`config.mk`:
```
export PLATFORM = sky130hd
export DESIGN_NAME = bu_bank_loader
export DESIGN_NICKNAME = d
export VERILOG_FILES = /design/src/rtl/bu_bank_loader_pkg.sv /design/src/rtl/bu_bank_loader_bank_reg.sv /design/src/rtl/bu_bank_loader.sv
export SDC_FILE = /design/constraint.sdc
export NUM_CORES = 1
export LEC_CHECK = 0
export BUFFER_PORTS_ARGS = -buffer_cell sky130_fd_sc_hd__buf_2
export CAP_MARGIN = 30
export CORE_MARGIN = 10
export CORE_UTILIZATION = 57
export DETAILED_ROUTE_END_ITERATION = 12
export PLACE_DENSITY_LB_ADDON = 0.3
export SLEW_MARGIN = 30
export SYNTH_ARGS = -nofsm -noshare
export SYNTH_HDL_FRONTEND = slang
export SYNTH_SLANG_ARGS = --single-unit
```
`constraint.sdc`:
```
create_clock -name clock -period 11.35 [get_ports clock]
set_input_delay 3.405 -clock clock [delete_from_list [all_inputs] [get_ports clock]]
set_output_delay 3.405 -clock clock [all_outputs]
set_load 0.03 [all_outputs]
```
`src/rtl/bu_bank_loader_pkg.sv`:
```
// Shared sizing and types for the bu bank loader: word geometry and counter widths.
package bu_bank_loader_pkg;

   localparam int BU_WORDS = 4;
   localparam int WORD_W   = 32;
   localparam int WR_CNT_W = 3;
   localparam int RD_IDX_W = 2;

   localparam logic [WR_CNT_W-1:0] WR_FULL = WR_CNT_W'(BU_WORDS);
   localparam logic [RD_IDX_W-1:0] RD_LAST = RD_IDX_W'(BU_WORDS - 1);

   typedef logic [WORD_W-1:0]                word_t;
   typedef logic [BU_WORDS-1:0][WORD_W-1:0] bank_t;

endpackage

```
`src/rtl/bu_bank_loader_bank_reg.sv`:
```
// One 4x32 bank of the ping-pong pair: indexed write, whole bank visible on q.
module bu_bank_reg
   import bu_bank_loader_pkg::*;
(
   input  logic                clock,
   input  logic                areset,
   input  logic                we,
   input  logic [RD_IDX_W-1:0] idx,
   input  word_t               wdata,
   output bank_t               q
);

   always_ff @(posedge clock or posedge areset) begin
      if (areset) begin
         q <= '0;
      end else if (we) begin
         q[idx] <= wdata;
      end
   end

endmodule

```
`src/rtl/bu_bank_loader.sv`:
```
// Ping-pong loader collecting 4-word bu groups for a downstream selector.
// Optional sticky underflow_err output when BU_LOADER_ERR_EN is defined.
module bu_bank_loader
   import bu_bank_loader_pkg::*;
(
   input  logic                clock,
   input  logic                areset,
   input  logic                in_valid,
   input  logic [WORD_W-1:0]   in_data,
   output logic                in_ready,
   input  logic                diag_done,
   output logic [WORD_W-1:0]   bu1,
   output logic [WORD_W-1:0]   bu2,
   output logic [WORD_W-1:0]   bu3,
   output logic [WORD_W-1:0]   bu4,
   output logic                bank_valid,
   output logic [RD_IDX_W-1:0] rd_idx
`ifdef BU_LOADER_ERR_EN
   ,
   output logic                underflow_err
`endif
);

   logic [WR_CNT_W-1:0] wr_cnt;
   logic                bank_sel;
   logic                accept;
   logic                consume;
   logic                rd_free;
   logic                swap;
   logic                we0;
   logic                we1;
   bank_t               q0;
   bank_t               q1;
   bank_t               rd_bank;

   assign in_ready = (wr_cnt != WR_FULL);
   assign accept   = in_valid && in_ready;
   assign consume  = diag_done && bank_valid;
   // The read bank counts as free when the last word is being consumed this edge.
   assign rd_free  = !bank_valid || (consume && (rd_idx == RD_LAST));
   assign swap     = (wr_cnt == WR_FULL) && rd_free;

   // bank_sel names the read bank; the write bank is always the other one.
   assign we0 = accept && bank_sel;
   assign we1 = accept && !bank_sel;

   bu_bank_reg u_bank0 (
      .clock  (clock),
      .areset (areset),
      .we     (we0),
      .idx    (wr_cnt[RD_IDX_W-1:0]),
      .wdata  (in_data),
      .q      (q0)
   );

   bu_bank_reg u_bank1 (
      .clock  (clock),
      .areset (areset),
      .we     (we1),
      .idx    (wr_cnt[RD_IDX_W-1:0]),
      .wdata  (in_data),
      .q      (q1)
   );

   assign rd_bank = bank_sel ? q1 : q0;
   assign bu1     = rd_bank[0];
   assign bu2     = rd_bank[1];
   assign bu3     = rd_bank[2];
   assign bu4     = rd_bank[3];

   always_ff @(posedge clock or posedge areset) begin
      if (areset) begin
         wr_cnt     <= '0;
         rd_idx     <= '0;
         bank_sel   <= 1'b0;
         bank_valid <= 1'b0;
      end else if (swap) begin
         bank_sel   <= !bank_sel;
         wr_cnt     <= '0;
         rd_idx     <= '0;
         bank_valid <= 1'b1;
      end else begin
         if (accept) begin
            wr_cnt <= wr_cnt + 1'b1;
         end
         if (consume) begin
            rd_idx <= rd_idx + 1'b1;
            if (rd_idx == RD_LAST) begin
               bank_valid <= 1'b0;
            end
         end
      end
   end

`ifdef BU_LOADER_ERR_EN
   always_ff @(posedge clock or posedge areset) begin
      if (areset) begin
         underflow_err <= 1'b0;
      end else if (diag_done && !bank_valid) begin
         underflow_err <= 1'b1;
      end
   end
`endif

endmodule

```
# Word-level counts from Yosys, hierarchy flattened
# Index checks and enable logic that the tools add are counted.
[classes]
add_sub_neg = 2
n_eq_ne = 3
muxes = 12
order_cmp = 2
n_reduce_logical = 14
[op_table]
columns = ["op", "n"]
rows = [
  ["$bwmux 128", 2],
  ["$mux 128", 1],
  ["$demux 32 s2", 1],
  ["$mux 32", 1],
  ["$logic_and 1x1->1", 7],
  ["$mux 3", 2],
  ["$reduce_bool 2->1", 3],
  ["$mux 2", 2],
  ["$add 3x1->3 const B", 1],
  ["$eq 3x3->1 const B", 1],
  ["$lt 2x3->1 const B", 1],
  ["$mux 1", 3],
  ["$ne 3x3->1 const B", 1],
  ["$add 2x1->2 const B", 1],
  ["$eq 2x2->1 const B", 1],
  ["$ge 2x1->1 const B", 1],
  ["$logic_not 1->1", 2],
  ["$reduce_and 2->1", 1],
  ["$logic_or 1x1->1", 1],
]
[word_totals]
in_bits = 36
word_cells = 45
register_bits = 263

# Logic depth before layout (Yosys ltp)
# Gate-level depths: netlist (run 1).
[logic_depth]
ltp_word = 6
mapped_depth = 6

# Modules after synthesis
# From an unflattened synthesis (run 1), not the netlist that was laid out.
[unflattened]
cells_unflattened = 722
hier_area_um2 = 11757.5
[modules_own_cells]
columns = ["module", "area_per_inst_um2", "seq_area_each_um2", "cells_per_inst", "instances"]
rows = [
  ["bu_bank_reg", 4748.3, 3203.1, 273, 2],
  ["bu_bank_loader", 2260.9, 175.2, 176, 1],
]

# Worst setup path after synthesis (run 1)
# OpenSTA, ideal clock, no wires.
[synth_path]
kind = "reg-to-output"
start = "register bank_sel"
end = "output bu1[0]"
arrival_time_ns = 1.336
path_slack_ns = 6.609
path_stages_with_launch = 5
cell_sequence = "dfrtp_1 -> buf_4 -> clkbuf_1 -> buf_2 -> mux2_2"
[synth_between]
elab_chain_cells = 1
[synth_rtl]
columns = ["item", "line", "source"]
rows = [
  ["start, declared", "bu_bank_loader.sv:25", "logic bank_sel;"],
  ["start signal, assigned", "bu_bank_loader.sv:78", "bank_sel <= !bank_sel;"],
  ["$mux 128", "bu_bank_loader.sv:65", "assign rd_bank = bank_sel ? q1 : q0;"],
  ["end, declared", "bu_bank_loader.sv:12", "output logic [WORD_W-1:0] bu1,"],
]
# Every way passes these cells.

# Worst setup path after layout (run 1)
[layout_path]
start = "register bank_sel"
end = "output bu4[31]"
[layout_between]
elab_chain_cells = 1
[layout_rtl]
columns = ["item", "line", "source"]
rows = [
  ["$mux 128", "bu_bank_loader.sv:65", ""],
  ["end, declared", "bu_bank_loader.sv:15", "output logic [WORD_W-1:0] bu4,"],
]
# Every way passes these cells.

==> impl_metrics.sql, run 1 <==
INSERT INTO impl_metrics (metric_group, metric, value, unit) VALUES
('layout', 'area_delta_synth_final', '17.0', '%'),
('clocking', 'holdBufCountCts', '0', ''),
('sta', 'setup_repair_after_global_routing_missed_its_margin', 'false', ''),
('min_path', 'min_delay_worst_endpoint', 'u_bank1.q[56]', ''),
('global_routing', 'grt_pass1_vias', '7538', ''),
('min_path', 'worstHoldPathCells', '1', ''),
('die', 'row_count', '51', ''),
('min_path', 'type_of_the_worst_min_delay_path', 'flop to flop', ''),
('drt', 'drc', '0', ''),
('logic_synthesis', 'dominantRegCellSynth', 'sky130_fd_sc_hd__dfrtp_1', ''),
('layout', 'layout-drive-gt1-share', '0.677', ''),
('clocking', 'clk_latency', '0.53', 'ns'),
('setup_path', 'worstSetupEndpointType', 'output pin', ''),
('drt', 'detail_route.iter0.violations', '314', ''),
('setup_path', 'r2r-end', 'u_bank0.q[89]', ''),
('die', 'die_area', '26200', 'um2'),
('place', 'io_buffer_count', '167', ''),
('sta', 'worst_clock_skew', '0.0143', 'ns'),
('logic_synthesis', 'mappedNetlistArea', '11400', 'um2'),
('drt', 'detail_route.vias_per_cell', '5.65', ''),
('setup_path', 'worst-r2r-cell-count', '4', ''),
('setup_path', 'setup.reg_to_reg.worst_slack', '7.61', 'ns'),
('sta', 'slew_viols_final', '0', ''),
('sta', 'timing_worst_slew_pin_value', '0.960', 'ns'),
('sta', 'fin_setup_tns', '0', 'ns'),
('clocking', 'cts_buf_count', '28', ''),
('global_routing', 'grt_pass1_wl', '42400', 'um'),
('sta', 'setup_viol', '0', ''),
('logic_synthesis', 'syn_area_per_cell', '15.8', 'um2'),
('logic_synthesis', 'synth.distinct_cells', '28', ''),
('logic_synthesis', 'yosysWarningCount', '0', ''),
('die', 'pin_count', '168', ''),
('place', 'dp.final_hpwl', '17500', 'um'),
('sta', 'final_min_period_over_clock_period', '0.569', ''),
('sta', 'period_minus_slack', '6.46', 'ns'),
('drt', 'postRouteWirelength', '26400', 'um'),
('clocking', 'h-tree-depth', '1', ''),
('sta', 'maxSlewHeadroom', '0.360', ''),
('drt', 'num_vias', '6640', ''),
('global_routing', 'antenna_found_initial', '0', ''),
('setup_path', 'timing_worst_setup_path_type', 'flop to output pin', ''),
('sta', 'maxClockFrequency', '155', 'MHz'),
('global_routing', 'maximum_number_of_pins_on_one_net_before_global_route_repair', '124', ''),
('drt', 'firstDrtPassIters', '4', ''),
('clocking', 'clk_pin_slew_worst_paths', '0.06', 'ns'),
('layout', 'final_area', '13400', 'um2'),
('drt', 'antenna_left', '0', ''),
('setup_path', 'worstSetupStartpointType', 'flop', ''),
('global_routing', 'groute.usage.overall', '0.200', ''),
('die', 'core-area', '19600', 'um2'),
('setup_path', 'critical_path_arrival', '3.06', 'ns'),
('setup_path', 'worstPathRequired', '7.95', 'ns'),
('drt', 'routedWlPerCell', '22.4', 'um'),
('layout', 'fin_nets', '933', ''),
('clocking', 'postCtsResizedCells', '0', ''),
('die', 'width_of_the_chip', '162', 'um'),
('logic_synthesis', 'postSynthCellCount', '723', ''),
('layout', 'diodes', '0', ''),
('logic_synthesis', 'synth_top_cells_by_count', 'sky130_fd_sc_hd__mux2_2 (384), sky130_fd_sc_hd__dfrtp_1 (263), sky130_fd_sc_hd__buf_4 (19)', ''),
('global_routing', 'grt_overflow', '0', ''),
('clocking', 'post_cts_buffers', '0', ''),
('sta', 'hold_viol_final', '0', ''),
('job', 'cap_viol_max_count', '0', ''),
('clocking', 'clock_sinks', '263', ''),
('layout', 'layout.filler_cells', '1368', ''),
('clocking', 'cts_tree', 'done', ''),
('logic_synthesis', 'syn-num-nets', '764', ''),
('logic_synthesis', 'ys_async_sr_fraction', '1.00', ''),
('run_status', 'run_status', 'finished clean', ''),
('die', 'die-height', '162', 'um'),
('clocking', 'clock_path_buffers', '3', '');
cell families (layout without fill, tap and decap cells):
logic type / Yosys count / count (layout) / synth area share
muxes: 386 / 386 / 0.380
DFF: 263 / 263 / 0.575
buffers and inverters: 44 / 231 / 0.0256
and+or+nand+nor: 17 / 17 / 0.00929
AOI/OAI and AO/OA: 6 / 6 / 0.00350
adders and majority gates: 5 / 5 / 0.00546
xor gates and xnor gates: 2 / 2 / 0.00153
metal layers:
layer / GRT usage / vias up / share of wire
met4: 0.0463 / 0 / 0.017
met5: 0 / - / 0
met1: 0.263 / 3470 / 0.44
li1: - / 2955 / -
met2: 0.331 / 174 / 0.49
met3: 0.0455 / 41 / 0.059
worst max-delay path by stage:
stage                     cells past startpoint  startpoint  slack (ns)  endpoint
after floorplan                               1      areset        0.70  bank_sel
after global placement                        3    bank_sel        5.46   bu4[31]
after detailed placement                      3    bank_sel        5.41    bu4[1]
after CTS                                     3    bank_sel        4.83    bu4[1]
after global routing                          3    bank_sel        4.74    bu4[1]
final                                         3    bank_sel        4.89   bu4[31]
cell usage in the layout, fill, tap and decap left out, types with 3 or more instances in the layout:
cell	instances
sky130_fd_sc_hd__dfrtp_1	262
sky130_fd_sc_hd__buf_2	167
sky130_fd_sc_hd__clkbuf_16	29
sky130_fd_sc_hd__clkinv_2	6
sky130_fd_sc_hd__buf_4	7
sky130_fd_sc_hd__clkbuf_8	4
sky130_fd_sc_hd__mux2_2	384
sky130_fd_sc_hd__buf_6	5
sky130_fd_sc_hd__nand4_1	3
sky130_fd_sc_hd__ha_1	5
sky130_fd_sc_hd__clkbuf_1	6
per-stage QoR:
step	utilization	instances	worst slack (ns)	hold slack, ns
2_1_floorplan	-	723	0.705	0.474
3_3_place_gp	0.634	1121	5.46	0.481
3_5_place_dp	0.639	1127	5.41	0.488
4_1_cts	0.684	1175	4.83	0.500
5_1_grt	0.684	1175	4.74	0.513
6_report	0.684	1175	4.89	0.498
layout make-up:
type | instances | area [um2] | share of cell area
Multi-Input combinational cell | 416 | 4610 | 0.344
Timing Repair Buffer | 180 | 972 | 0.0726
Clock buffer | 39 | 803 | 0.0600
Clock inverter | 9 | 76.3 | 0.00570
Inverter | 3 | 18.8 | 0.00140
Sequential cell | 263 | 6590 | 0.492
Tap cell | 265 | 332 | 0.0248
flip-flops by register name (all words and copies together), names as in the netlist:
signal      cells
u_bank0.q     128
bank_valid      1
rd_idx          2
bank_sel        1
wr_cnt          3
u_bank1.q     128
critical path, stage by stage (launching register included):
cell,delay [ns]
sky130_fd_sc_hd__dfrtp_4,1.01
sky130_fd_sc_hd__buf_4,0.86
sky130_fd_sc_hd__mux2_2,0.45
sky130_fd_sc_hd__buf_2,0.19
Power of run 1 is not shown: default switching activity piles up to over one toggle a cycle in this logic, so the estimate is an artifact.
==> run 2, diff against run 1 <==
Settings changed: ABC_AREA set to 1.
Clock period 11.35 ns to 6.65 ns, I/O delays scaled along.
==> run 2 against run 1 <==
Critical path type unchanged. Largest cell class unchanged. Wire length is 29% higher. Sequential share of layout area shrank 0.73 points. Non-clock buffer count grew 4. Highest routed layer unchanged. Count of clock-buffer cells in the layout unchanged.
==> impl_metrics.sql, run 2 <==
INSERT INTO impl_metrics (metric_group, metric, value, unit) VALUES
('run_status', 'run_status', 'finished clean', ''),
('logic_synthesis', 'synth_seq_area_share', '0.558', ''),
('clocking', 'clock_path_buffers', '3', ''),
('logic_synthesis', 'ys_async_sr_fraction', '1.00', ''),
('die', 'die-height', '164', 'um'),
('drt', 'detail_route.iter0.violations', '1188', ''),
('logic_synthesis', 'ys_seq_elements', '263', ''),
('die', 'pin_count', '168', ''),
('setup_path', 'top_delay_family_on_crit_path', 'buffers and inverters', ''),
('clocking', 'postCtsResizedCells', '0', ''),
('drt', 'routedWlPerCell', '17.3', 'um'),
('setup_path', 'worstSetupStartpointType', 'flop', ''),
('sta', 'setup_viol', '0', ''),
('sta', 'maxClockFrequency', '202', 'MHz'),
('sta', 'hold_viol_final', '0', ''),
('sta', 'period_minus_slack', '4.96', 'ns'),
('clocking', 'cts_tree', 'done', ''),
('layout', 'largest_registers', 'u_bank0.q (128), u_bank1.q (128), wr_cnt (3)', ''),
('pwr', 'power_density', '590', 'nW/um2'),
('setup_path', 'worstSetupEndpointType', 'output pin', ''),
('clocking', 'cts_root_buf', 'sky130_fd_sc_hd__clkbuf_16', ''),
('setup_path', 'setup.reg_to_reg.worst_slack', '3.25', 'ns'),
('clocking', 'h-tree-depth', '1', ''),
('layout', 'most-common-layout-cells', 'sky130_fd_sc_hd__nand2_1 (1107), sky130_fd_sc_hd__dfrtp_1 (262), sky130_fd_sc_hd__buf_2 (167), sky130_fd_sc_hd__inv_1 (41), sky130_fd_sc_hd__o21ai_0 (32)', ''),
('setup_path', 'worstSetupStartpoint', 'bank_sel', ''),
('pwr', 'vdd_ir_drop_max', '0.000321', 'V'),
('logic_synthesis', 'synth.distinct_cells', '18', ''),
('clocking', 'post_cts_buffers', '0', ''),
('die', 'width_of_the_chip', '164', 'um'),
('global_routing', 'grt_pass1_wl', '54900', 'um'),
('logic_synthesis', 'netlist.top_cell.by_area', 'sky130_fd_sc_hd__dfrtp_1', ''),
('setup_path', 'critPathSlowestCell', 'sky130_fd_sc_hd__dfrtp_4', ''),
('logic_synthesis', 'post-synth-top-count-cell', 'sky130_fd_sc_hd__nand2_1', ''),
('layout', 'layout_cells_excl_fill', '1978', ''),
('sta', 'setup_repair_after_global_routing_missed_its_margin', 'false', ''),
('logic_synthesis', 'dominantRegCellSynth', 'sky130_fd_sc_hd__dfrtp_1', ''),
('min_path', 'type_of_the_worst_min_delay_path', 'flop to flop', ''),
('logic_synthesis', 'synth_top_cells_by_count', 'sky130_fd_sc_hd__nand2_1 (1107), sky130_fd_sc_hd__dfrtp_1 (263), sky130_fd_sc_hd__buf_2 (54)', ''),
('die', 'die_area', '26800', 'um2'),
('clocking', 'clk_latency', '0.53', 'ns'),
('die', 'row_count', '52', ''),
('job', 'cap_viol_max_count', '0', ''),
('place', 'dp.final_hpwl', '20700', 'um'),
('setup_path', 'timing.critical_path.depth', '5', ''),
('setup_path', 'r2r-end', 'u_bank0.q[79]', ''),
('layout', 'diodes', '0', ''),
('logic_synthesis', 'yosysWarningCount', '0', ''),
('drt', 'detail_route.vias_per_cell', '5.27', ''),
('layout', 'most_common_cell_after_layout_fill_and_taps_aside', 'sky130_fd_sc_hd__nand2_1', ''),
('clocking', 'clk_pin_slew_worst_paths', '0.06', 'ns'),
('layout', 'area_delta_synth_final', '15.3', '%'),
('drt', 'antenna_left', '0', ''),
('global_routing', 'maximum_number_of_pins_on_one_net_before_global_route_repair', '102', ''),
('logic_synthesis', 'number_of_enable_type_register_cells_in_the_synthesized_netlist', '0', ''),
('setup_path', 'critical_path.cell_chain', 'inv_6 > buf_4 > nand2_1 > nand2_1 > buf_2', ''),
('global_routing', 'grt_overflow', '0', ''),
('layout', 'fin_util', '0.670', ''),
('drt', 'num_vias', '10400', ''),
('layout', 'layout-drive-gt1-share', '0.138', ''),
('setup_path', 'critical_path_arrival', '2.97', 'ns'),
('die', 'initial_utilization', '0.581', ''),
('logic_synthesis', 'syn-num-nets', '1628', ''),
('logic_synthesis', 'synthTopCellsByArea', 'sky130_fd_sc_hd__dfrtp_1 (56%), sky130_fd_sc_hd__nand2_1 (35%), sky130_fd_sc_hd__buf_2 (2.3%)', ''),
('pwr', 'total_leakage_power', '8.06', 'nW'),
('clocking', 'holdBufCountCts', '0', ''),
('setup_path', 'critical-path-max-stage-delay', '0.77', 'ns'),
('setup_path', 'critPathMaxFanout', '101', ''),
('sta', 'finalHoldWorstSlack', '0.477', 'ns'),
('setup_path', 'cpMostUsedCell', 'sky130_fd_sc_hd__nand2_1', ''),
('sta', 'worst_clock_skew', '0.0109', 'ns'),
('place', 'gp_congestion', '0.867', ''),
('global_routing', 'antenna_found_initial', '0', ''),
('drt', 'firstDrtPassIters', '5', ''),
('clocking', 'clock_sinks', '263', ''),
('layout', 'layout.filler_cells', '1714', ''),
('global_routing', 'groute.usage.overall', '0.252', ''),
('sta', 'slew_viols_final', '0', ''),
('place', 'dp.cells', '1927', ''),
('global_routing', 'grt_pass1_vias', '10400', ''),
('logic_synthesis', 'postSynthCellCount', '1587', ''),
('setup_path', 'critical_r2r_launch', 'bank_sel', ''),
('layout', 'fin_nets', '1730', ''),
('die', 'core-area', '20300', 'um2'),
('setup_path', 'worst_setup_path_endpoint', 'bu2[19]', ''),
('sta', 'final_min_period_over_clock_period', '0.746', ''),
('sta', 'timing_worst_slew_pin_value', '0.989', 'ns'),
('place', 'placement.cell_area', '12600', 'um2'),
('setup_path', 'worst-r2r-cell-count', '5', ''),
('drt', 'postRouteWirelength', '34100', 'um'),
('logic_synthesis', 'mappedNetlistArea', '11800', 'um2'),
('layout', 'final_area', '13600', 'um2'),
('setup_path', 'timing_worst_setup_path_type', 'flop to output pin', ''),
('sta', 'fin_setup_tns', '0', 'ns'),
('place', 'io_buffer_count', '167', ''),
('drt', 'drc', '0', ''),
('logic_synthesis', 'syn_area_per_cell', '7.43', 'um2'),
('sta', 'maxSlewHeadroom', '0.339', ''),
('setup_path', 'worstPathRequired', '4.66', 'ns'),
('clocking', 'cts_buf_count', '27', ''),
('setup_path', 'worstPathBufferInverterCount', '3', ''),
('logic_synthesis', 'synth.top_cell.area_share', '0.558', '');
run 2: kinds of logic after synthesis:
kind of cell | after synthesis | share of synthesized area
compound gates | 32 | 0.0136
xor+xnor | 1 | 0.000743
fa+ha+maj | 5 | 0.00531
buf+inv | 154 | 0.0575
flops | 263 | 0.558
simple gates | 1132 | 0.365
run 2: area by class of cell:
type                       count  area, um2  area share
multi-input combinational   1170       4580       0.337
tap                          270        338      0.0248
inverter                      43        170      0.0125
clock inverter                 9        149      0.0109
clock buffer                  39        761      0.0559
sequential                   263       6590       0.484
timing repair buffer         184       1010      0.0744
run 2: power by group:
group          switching (W)  internal, W  total, W
clock network       0.000625     0.000946   0.00157
registers           0.000505      0.00236   0.00286
logic                0.00259      0.00101   0.00359
run 2: worst min-delay path, stage by stage, from the launching register on:
cell and delay [ns]:
sky130_fd_sc_hd__dfrtp_1 0.34, sky130_fd_sc_hd__nand2_1 0.05, sky130_fd_sc_hd__nand2_1 0.06
run 2: worst min-delay path by stage:
stage | start | end | slack, ns | cells past startpoint
after global placement | u_bank1.q[118] | u_bank1.q[118] | 0.46 | 2
after detailed placement | u_bank1.q[39] | u_bank1.q[39] | 0.47 | 2
after floorplan | u_bank1.q[0] | u_bank1.q[0] | 0.45 | 2
after CTS | u_bank0.q[50] | u_bank0.q[50] | 0.48 | 2
after global routing | u_bank1.q[20] | u_bank1.q[20] | 0.50 | 2
final | u_bank0.q[57] | u_bank0.q[57] | 0.48 | 2
run 2: stage by stage:
stage / power, W / worst slack [ns]
4_1_cts: 0.00803 / 1.68
5_1_grt: 0.00856 / 1.49
3_5_place_dp: 0.00643 / 2.24
2_1_floorplan: 0.00532 / 1.19
6_report: 0.00803 / 1.69
3_3_place_gp: 0.00633 / 2.10
run 2: per-layer routing:
metal	GRT usage	vias up	wire length, um	part of all wire
li1	-	4926	-	-
met1	0.339	4945	14200	0.42
met2	0.405	479	15900	0.47
met3	0.0466	71	3040	0.089
met4	0.0833	0	964	0.028
met5	0	-	0	0
Note: power is estimated with default switching activity, not from simulation.
==> run 3, diff against run 2 <==
Settings changed: CORE_UTILIZATION 57 to 52.
Clock period 6.65 ns to 4.2 ns, I/O delays scaled along.
==> run 3 against run 2 <==
Global-route usage fell by 1.8 points. Final area is 0.40% higher. Non-clock buffer count increased by 7. Count of clock-buffer cells in the layout fell by 1. Hold slack about the same. Cell count grew 1.2%. Wire length grew 0.63%. Setup slack got worse by 1.1 ns. Via count fell by 0.40%. Clock power rose by 53%. Critical path depth stayed put. Clock skew is 0.015 ns higher.
==> impl_metrics.sql, run 3 (same netlist as run 2, synthesis figures left out) <==
INSERT INTO impl_metrics (metric_group, metric, value, unit) VALUES
('setup_path', 'worstSetupEndpointType', 'output pin', ''),
('setup_path', 'timing_worst_setup_path_type', 'flop to output pin', ''),
('layout', 'layout-drive-gt1-share', '0.144', ''),
('drt', 'drc', '0', ''),
('setup_path', 'critical_path.cell_chain', 'inv_4 > buf_12 > nand2_1 > nand2_1 > buf_2', ''),
('setup_path', 'top_delay_family_on_crit_path', 'buffers and inverters', ''),
('layout', 'fin_nets', '1737', ''),
('setup_path', 'critical-path-max-stage-delay', '0.61', 'ns'),
('sta', 'period_minus_slack', '3.59', 'ns'),
('clocking', 'cts_tree', 'done', ''),
('setup_path', 'r2r-end', 'u_bank0.q[72]', ''),
('die', 'core-area', '22500', 'um2'),
('min_path', 'worst_hold_startpoint', 'u_bank1.q[90]', ''),
('min_path', 'type_of_the_worst_min_delay_path', 'flop to flop', ''),
('global_routing', 'grt_pass1_wl', '54800', 'um'),
('die', 'initial_utilization', '0.524', ''),
('layout', 'most_common_cell_after_layout_fill_and_taps_aside', 'sky130_fd_sc_hd__nand2_1', ''),
('clocking', 'h-tree-depth', '1', ''),
('setup_path', 'worstPathRequired', '2.94', 'ns'),
('clocking', 'post_cts_buffers', '0', ''),
('job', 'cap_viol_max_count', '0', ''),
('global_routing', 'gr-usage-met1', '0.316', ''),
('sta', 'hold_viol_final', '0', ''),
('sta', 'finalHoldWorstSlack', '0.478', 'ns'),
('die', 'row_count', '55', ''),
('clocking', 'clk_pin_slew_worst_paths', '0.07', 'ns'),
('drt', 'firstDrtPassIters', '5', ''),
('sta', 'setup_viol', '0', ''),
('setup_path', 'cpMostUsedCell', 'sky130_fd_sc_hd__nand2_1', ''),
('drt', 'num_vias', '10400', ''),
('sta', 'setup_repair_after_global_routing_missed_its_margin', 'false', ''),
('place', 'dp.final_hpwl', '22000', 'um'),
('setup_path', 'critical_path_arrival', '2.33', 'ns'),
('global_routing', 'gr-usage-met3', '0.0447', ''),
('drt', 'detail_route.vias_per_cell', '5.19', ''),
('drt', 'routedWlPerCell', '17.2', 'um'),
('clocking', 'clock_sinks', '263', ''),
('global_routing', 'global_route.usage.met2', '0.383', ''),
('sta', 'worst_clock_skew', '0.0256', 'ns'),
('setup_path', 'worstSetupStartpointType', 'flop', ''),
('place', 'placement.cell_area', '12700', 'um2'),
('drt', 'antenna_left', '0', ''),
('sta', 'fin_setup_tns', '0', 'ns'),
('die', 'width_of_the_chip', '171', 'um'),
('global_routing', 'grt-busiest-layer', 'met2', ''),
('layout', 'largest_registers', 'u_bank0.q (128), u_bank1.q (128), wr_cnt (3)', ''),
('layout', 'area_delta_synth_final', '15.8', '%'),
('pwr', 'vdd_ir_drop_max', '0.000591', 'V'),
('run_status', 'run_status', 'finished clean', ''),
('setup_path', 'critPathSlowestCell', 'sky130_fd_sc_hd__dfrtp_4', ''),
('sta', 'maxClockFrequency', '278', 'MHz'),
('layout', 'most-common-layout-cells', 'sky130_fd_sc_hd__nand2_1 (1107), sky130_fd_sc_hd__dfrtp_1 (262), sky130_fd_sc_hd__buf_2 (167), sky130_fd_sc_hd__inv_1 (41), sky130_fd_sc_hd__o21ai_0 (32)', ''),
('sta', 'final_min_period_over_clock_period', '0.855', ''),
('layout', 'layout_cells_excl_fill', '2001', ''),
('global_routing', 'antenna_found_initial', '0', ''),
('sta', 'timing_worst_slew_pin_value', '0.965', 'ns'),
('setup_path', 'timing.critical_path.depth', '5', ''),
('clocking', 'cts_root_buf', 'sky130_fd_sc_hd__clkbuf_16', ''),
('setup_path', 'critPathMaxFanout', '57', ''),
('die', 'die-height', '171', 'um'),
('die', 'pin_count', '168', ''),
('setup_path', 'worstPathBufferInverterCount', '3', ''),
('clocking', 'holdBufCountCts', '0', ''),
('setup_path', 'worst-r2r-cell-count', '5', ''),
('global_routing', 'groute.usage.overall', '0.234', ''),
('drt', 'detail_route.iter0.violations', '1140', ''),
('global_routing', 'grt_pass1_vias', '10100', ''),
('place', 'io_buffer_count', '167', ''),
('global_routing', 'grt_overflow', '0', ''),
('min_path', 'worstHoldPathCells', '2', ''),
('global_routing', 'maximum_number_of_pins_on_one_net_before_global_route_repair', '62', ''),
('setup_path', 'critical_r2r_launch', 'bank_sel', ''),
('sta', 'slew_viols_final', '0', ''),
('sta', 'maxSlewHeadroom', '0.355', ''),
('setup_path', 'setup.reg_to_reg.worst_slack', '1.36', 'ns'),
('clocking', 'clock_path_buffers', '3', ''),
('pwr', 'report.power.total', '0.0126', 'W'),
('clocking', 'cts_buf_count', '27', ''),
('place', 'dp.cells', '1951', ''),
('clocking', 'postCtsResizedCells', '0', ''),
('pwr', 'total_leakage_power', '8.10', 'nW'),
('layout', 'diodes', '0', ''),
('clocking', 'clk_latency', '0.54', 'ns'),
('place', 'gp_congestion', '0.823', ''),
('pwr', 'power_density', '925', 'nW/um2'),
('min_path', 'min_delay_worst_endpoint', 'u_bank1.q[90]', ''),
('die', 'die_area', '29100', 'um2'),
('layout', 'final_area', '13700', 'um2'),
('drt', 'postRouteWirelength', '34400', 'um');
-- run 3: stage by stage --
step | util | setup slack (ns)
after floorplan | - | -0.530
after global placement | 0.566 | 1.22
after detailed placement | 0.566 | 1.20
after CTS | 0.606 | 0.634
after global routing | 0.607 | 0.480
final | 0.607 | 0.608
-- run 3: power by group --
group / internal, W / switching (W)
combinational: 0.00162 / 0.00414
clock: 0.00141 / 0.000990
sequential: 0.00373 / 0.000737
total: 0.00676 / 0.00587
-- run 3: how the worst max path moves through the flow --
stage	slack (ns)	from	endpoint
finish	0.61	bank_sel	bu2[12]
global route	0.48	bank_sel	bu2[12]
CTS	0.63	bank_sel	bu3[10]
detailed placement	1.20	bank_sel	bu3[10]
global placement	1.22	bank_sel	bu3[10]
floorplan	-0.53	areset	bank_sel
-- run 3: area by class of cell --
cell class	instances	area, um2
fillers	1990	8850
repair buffers	191	1070
flip-flops and latches	263	6590
clock inverters	11	109
multi-input cells	1170	4580
well taps	285	357
inverters	43	168
clock buffers	38	777
-- run 3: routing by layer --
layer / up-vias / part of all wire
met5: - / 0
met4: 0 / 0.016
met3: 50 / 0.078
met2: 405 / 0.47
met1: 4986 / 0.43
li1: 4938 / -
-- run 3: worst min-delay path: stages (launching register included) --
cell	delay [ns]
sky130_fd_sc_hd__dfrtp_1	0.34
sky130_fd_sc_hd__nand2_1	0.05
sky130_fd_sc_hd__nand2_1	0.05
